**src/rtl/seg7_disp_ctrl_if.sv**
```systemverilog
// Requester-side handshake bundle for seg7_disp_ctrl: two update ports plus their ack pulses.
interface seg7_disp_ctrl_if;
  logic        req0;
  logic [31:0] data0;
  logic [7:0]  point0;
  logic [7:0]  les0;
  logic        mode0;
  logic        req1;
  logic [31:0] data1;
  logic [7:0]  point1;
  logic [7:0]  les1;
  logic        mode1;
  logic        ack0;
  logic        ack1;

  modport master (
    output req0, data0, point0, les0, mode0,
    output req1, data1, point1, les1, mode1,
    input  ack0, ack1
  );

  modport slave (
    input  req0, data0, point0, les0, mode0,
    input  req1, data1, point1, les1, mode1,
    output ack0, ack1
  );
endinterface

```
**src/rtl/seg7_disp_ctrl.sv**
```systemverilog
// Scan/flash sequencer and round-robin arbiter for the 8-digit seven-segment driver;
// new content is committed only on the frame boundary where Scan wraps 7->0.
module seg7_disp_ctrl #(
  parameter int unsigned SCAN_DIV  = 50000,
  parameter int unsigned FLASH_DIV = 64
) (
  input  logic              clk,
  input  logic              rst_n,
  seg7_disp_ctrl_if.slave   bus,
  output logic [2:0]        Scan,
  output logic              flash,
  output logic [31:0]       Hexs,
  output logic [7:0]        point,
  output logic [7:0]        LES,
  output logic              SW0,
  output logic              frame_tick
);

  localparam int unsigned DW = (SCAN_DIV  > 1) ? $clog2(SCAN_DIV)  : 1;
  localparam int unsigned FW = (FLASH_DIV > 1) ? $clog2(FLASH_DIV) : 1;
  localparam logic [DW-1:0] DIV_MAX = DW'(SCAN_DIV - 1);
  localparam logic [FW-1:0] FL_MAX  = FW'(FLASH_DIV - 1);

  typedef enum logic [1:0] {IDLE, WAIT, DONE} state_t;

  state_t        state, state_nxt;
  logic [DW-1:0] div;
  logic [FW-1:0] fcnt;
  logic          scan_end, frame_end;
  logic          cap_en, commit, grant, last_grant;
  logic          p_gid, p_mode;
  logic [31:0]   p_data;
  logic [7:0]    p_point, p_les;

  assign scan_end  = (div == DIV_MAX);
  assign frame_end = scan_end && (Scan == 3'd7);

  always_ff @(posedge clk or negedge rst_n) begin
    if (!rst_n) begin
      div        <= '0;
      Scan       <= '0;
      fcnt       <= '0;
      flash      <= 1'b0;
      frame_tick <= 1'b0;
    end else begin
      frame_tick <= frame_end;
      if (scan_end) begin
        div  <= '0;
        Scan <= Scan + 3'd1;
      end else begin
        div  <= div + DW'(1);
      end
      if (frame_end) begin
        if (fcnt == FL_MAX) begin
          fcnt  <= '0;
          flash <= ~flash;
        end else begin
          fcnt  <= fcnt + FW'(1);
        end
      end
    end
  end

  // On contention the port that did not win last time gets the grant.
  always_comb begin
    grant = bus.req1;
    if (bus.req0 && bus.req1) grant = ~last_grant;
  end

  always_comb begin
    state_nxt = state;
    cap_en    = 1'b0;
    commit    = 1'b0;
    bus.ack0  = 1'b0;
    bus.ack1  = 1'b0;
    unique case (state)
      IDLE: if (bus.req0 || bus.req1) begin
        cap_en    = 1'b1;
        state_nxt = WAIT;
      end
      WAIT: if (frame_end) begin
        commit    = 1'b1;
        state_nxt = DONE;
      end
      DONE: begin
        bus.ack0  = ~p_gid;
        bus.ack1  = p_gid;
        state_nxt = IDLE;
      end
      default: state_nxt = IDLE;
    endcase
  end

  always_ff @(posedge clk or negedge rst_n) begin
    if (!rst_n) begin
      state      <= IDLE;
      last_grant <= 1'b1;
      p_gid      <= 1'b0;
      p_data     <= '0;
      p_point    <= '0;
      p_les      <= '0;
      p_mode     <= 1'b1;
      Hexs       <= '0;
      point      <= '0;
      LES        <= '0;
      SW0        <= 1'b1;
    end else begin
      state <= state_nxt;
      if (cap_en) begin
        p_gid      <= grant;
        last_grant <= grant;
        p_data     <= grant ? bus.data1  : bus.data0;
        p_point    <= grant ? bus.point1 : bus.point0;
        p_les      <= grant ? bus.les1   : bus.les0;
        p_mode     <= grant ? bus.mode1  : bus.mode0;
      end
      if (commit) begin
        Hexs  <= p_data;
        point <= p_point;
        LES   <= p_les;
        SW0   <= p_mode;
      end
    end
  end

endmodule

```
**src/flat_wrapper.sv**
```systemverilog
// flat-port wrapper written by rule: the top's interface ports become plain ports
module seg7_disp_ctrl_flat 
#(
  parameter int unsigned SCAN_DIV  = 50000,
  parameter int unsigned FLASH_DIV = 64
)
  (clk, rst_n, Scan, flash, Hexs, point, LES, SW0, frame_tick, bus_req0, bus_data0, bus_point0, bus_les0, bus_mode0, bus_req1, bus_data1, bus_point1, bus_les1, bus_mode1, bus_ack0, bus_ack1);
  seg7_disp_ctrl_if bus_i ();
  input  logic clk;
  input  logic rst_n;
  output logic [2:0] Scan;
  output logic flash;
  output logic [31:0] Hexs;
  output logic [7:0] point;
  output logic [7:0] LES;
  output logic SW0;
  output logic frame_tick;
  input wire logic [$bits(bus_i.req0)-1:0] bus_req0;
  input wire logic [$bits(bus_i.data0)-1:0] bus_data0;
  input wire logic [$bits(bus_i.point0)-1:0] bus_point0;
  input wire logic [$bits(bus_i.les0)-1:0] bus_les0;
  input wire logic [$bits(bus_i.mode0)-1:0] bus_mode0;
  input wire logic [$bits(bus_i.req1)-1:0] bus_req1;
  input wire logic [$bits(bus_i.data1)-1:0] bus_data1;
  input wire logic [$bits(bus_i.point1)-1:0] bus_point1;
  input wire logic [$bits(bus_i.les1)-1:0] bus_les1;
  input wire logic [$bits(bus_i.mode1)-1:0] bus_mode1;
  output wire logic [$bits(bus_i.ack0)-1:0] bus_ack0;
  output wire logic [$bits(bus_i.ack1)-1:0] bus_ack1;
  assign bus_i.req0 = bus_req0;
  assign bus_i.data0 = bus_data0;
  assign bus_i.point0 = bus_point0;
  assign bus_i.les0 = bus_les0;
  assign bus_i.mode0 = bus_mode0;
  assign bus_i.req1 = bus_req1;
  assign bus_i.data1 = bus_data1;
  assign bus_i.point1 = bus_point1;
  assign bus_i.les1 = bus_les1;
  assign bus_i.mode1 = bus_mode1;
  assign bus_ack0 = bus_i.ack0;
  assign bus_ack1 = bus_i.ack1;
  seg7_disp_ctrl #(.SCAN_DIV(SCAN_DIV), .FLASH_DIV(FLASH_DIV)) u_core (.clk(clk), .rst_n(rst_n), .bus(bus_i), .Scan(Scan), .flash(flash), .Hexs(Hexs), .point(point), .LES(LES), .SW0(SW0), .frame_tick(frame_tick));
endmodule
```
**config.mk**
```make
export PLATFORM = sky130hd
export DESIGN_NAME = seg7_disp_ctrl_flat
export DESIGN_NICKNAME = d
export VERILOG_FILES = /design/src/rtl/seg7_disp_ctrl_if.sv /design/src/rtl/seg7_disp_ctrl.sv /design/src/flat_wrapper.sv
export SDC_FILE = /design/constraint.sdc
export NUM_CORES = 1
export LEC_CHECK = 0
export BUFFER_PORTS_ARGS = -buffer_cell sky130_fd_sc_hd__buf_2
export CORE_MARGIN = 2
export CORE_UTILIZATION = 56
export DETAILED_ROUTE_END_ITERATION = 10
export PLACE_DENSITY = 0.95
export SLEW_MARGIN = 20
export SYNTH_ARGS = -nofsm -noshare
export SYNTH_HDL_FRONTEND = slang
export SYNTH_SLANG_ARGS = --single-unit
```
**constraint.sdc**
```tcl
create_clock -name clk -period 5.2 [get_ports clk]
set_input_delay 0.26 -clock clk [delete_from_list [all_inputs] [get_ports clk]]
set_output_delay 0.26 -clock clk [all_outputs]
set_load 0.05 [all_outputs]
```
==> impl_metrics.toml <==
[outcome]
outcome = "completed"

[pwr]
total_power_w = 0.00219
power.density_mw_per_mm2 = 307
switchingPower_w = 0.000476
clkPwrFrac_pct = 49.7
cellInternalPower_w = 0.00171
leakagePower_nw = 3.74
power_frac_comb_pct = 4.4
irDropWorstVdd_uv = 195
p_sw_share_pct = 21.8
seqPwrFrac_pct = 45.9

[timing]
min_period_ns = 3.07
period_share_pct = 59.0
hold_violations = 0
finalSetupTns_ns = 0
setup_ws_ns = 2.13
final-max-slew-violation-count = 0
worst_clock_skew_ns = 0.0100
worst_pin_slew_ns = 0.900
fmax_ghz = 0.326
relSlewSlack_pct = 40.0
rsz0062_at_grt = "false"
setup_viol = 0

[synth]
synth.net_count = 548
ys_ff_latch = 129
yosysSeqAreaShare_pct = 56.7
synth_cell_types = 40
synth_ff_type = "dfrtp_1"
async_flop_share_pct = 100
syn_area_per_cell_um2 = 12.9
netlist_area_mm2 = 0.00570
yosysWarnings = 0
synth_edf_count = 0
syn_inst = 442

[clock_tree]
htree_num_levels = 4
cts_tree = "yes"
postCtsSetupBuffers = 0
cts_buffers = 17
cts_max_path_buffers = 2
ctsResizeCount = 0
cts_root_buffer = "clkbuf_8"
postCtsHoldBufs = 2
clkLatencyLatePin_ns = 0.50
cts_sinks = 129
path_clk_slew_ns = 0.06

[layout]
final_cell_mix = "buf_2, dfrtp_1, nand2_1"
final_common_cell = "buf_2"
area_growth_pct = 25.2
nNetsFinal = 708
final_area_mm2 = 0.00713
fin_util_pct = 72.7
drive_above_1_share_pct = 41.3

[hold_path]
min_from = "bus_data0[0]"
min_path_cells = 3
hp-class = "input port to register"
holdPathEnd = "u_core.p_data[0]"

[detailed_routing]
vias_per_cell = 5.26
drt_iter0_drc = 180
drt_wl_total_mm = 11.8
remaining_drc_errors = 0
num_vias = 3938
drtPass1Iterations = 4
wl_per_cell_um = 15.7
detail-route-antenna-nets = 0

[global_route]
grt_overflow_total = 0
grtUsageMet3_pct = 4.55
gr-usage-met2_pct = 37.3
grt_pass1_wl_mm = 19.3
first_global_vias = 4104
grt.busiest_layer = "met2"
grt_max_degree = 91
grtUsageTotal_pct = 22.3
use_met1_pct = 26.9
antenna_found_initial = 1

[setup_path]
crit_arrival_ns = 3.45
reg2reg_slack_ns = 2.13
r2r_end = "u_core.Hexs[28]"
critPathLaunch = "u_core.div[11]"
crit_path_end_kind = "register"
worstPathMaxFanout = 31
path_class = "register to register"
start_kind = "register"
regToRegStartpoint = "u_core.div[11]"
cp.required_ns = 5.58
r2r.worst_path.cells = 5

[floorplan]
num_rows = 36
coreArea_mm2 = 0.00982
die_width_um = 105
start_util_pct = 58.0
die-height_um = 105
die-area_mm2 = 0.0110
pin_count = 158

[placement]
place.gp.congestion = 0.810
hpwl_mm = 8.08
portBuffers = 157
placed_area_mm2 = 0.00654
pre_cts_ws_ns = 1.95

[flow_run]
maxCapViolations = 0
[flip-flops by register name, summed over array words and instances, names as in the netlist, 2 cells and up]
name and cells:
u_core.state 2, u_core.div 16, u_core.Hexs 32, u_core.p_data 32, u_core.p_point 8, u_core.LES 8, u_core.p_les 8, u_core.Scan 3
u_core.point 8, u_core.fcnt 6
[worst max-delay path, cell delays in order (launching register included)]
cell	delay (ns)
dfrtp_1	0.44
or4b_1	0.57
or4_1	0.75
nor2_8	0.51
buf_12	0.32
mux2_4	0.33
[power groups by stage]
stage	clock network [W]	registers, W	logic [W]
floorplan	0	0.00102	0.0000311
global placement	0	0.00102	0.0000917
detailed placement	0	0.00102	0.0000967
CTS	0.00111	0.00100	0.0000979
global route	0.00115	0.00100	0.000107
finish	0.00109	0.00100	0.0000958
[synthesized netlist by cell type, types with 3 or more instances]
cell type	number	share of area (%)
buf_1	3	0.20
buf_12	5	1.8
clkbuf_1	14	0.92
dfrtp_1	126	55
dfstp_2	3	1.4
ha_1	4	0.88
inv_1	3	0.20
mux2_2	3	0.59
mux2_4	49	13
mux2i_1	49	8.6
nand2_1	57	3.8
nand3_1	6	0.53
nand4_1	7	0.77
nor2_1	11	0.72
nor3_1	5	0.44
nor4_1	3	0.33
o21ai_0	55	4.8
xnor2_1	10	1.5
xor2_1	6	0.92
[metrics by stage]
stage	std cells	hold WS [ns]
after floorplan	442	-0.0356
after global placement	713	0.434
after detailed placement	713	0.458
after CTS	747	0.0229
after global routing	749	0.0474
final	749	0.0460
[layout make-up]
cell class                      count  area (µm²)
Timing Repair Buffer              164         858
Clock buffer                       20         445
Multi-Input combinational cell    287        2310
Inverter                            3        11.3
Fill cell                         654        2690
Sequential cell                   129        3230
Antenna cell                        1        2.50
Tap cell                          133         166
Clock inverter                     12         110
[how the worst max path moves through the flow]
| stage | endpoint | slack (ns) |
|---|---|---|
| after floorplan | u_core.Hexs[0] | 2.78 |
| after global placement | u_core.Hexs[2] | 2.05 |
| after detailed placement | u_core.Hexs[27] | 1.95 |
| after CTS | u_core.Hexs[28] | 1.91 |
| after global routing | u_core.Hexs[4] | 2.02 |
| final | u_core.Hexs[28] | 2.13 |
[layer usage]
metal / vias up / part of all wire (%)
met5: - / 0
met3: 27 / 4.2
met2: 134 / 51
met1: 1898 / 42
li1: 1879 / -
met4: 0 / 2.9
[cells by family after synthesis]
group,share of synthesized area (%)
multiplexers,22.1
buffers and inverters,3.27
flip-flops,56.7
XOR/XNOR,2.46
AO/OA/AOI/OAI,6.08
AND/OR/NAND/NOR,8.48
adder cells (fa/ha/maj),0.878
Note: power is estimated with default switching activity, not from simulation.
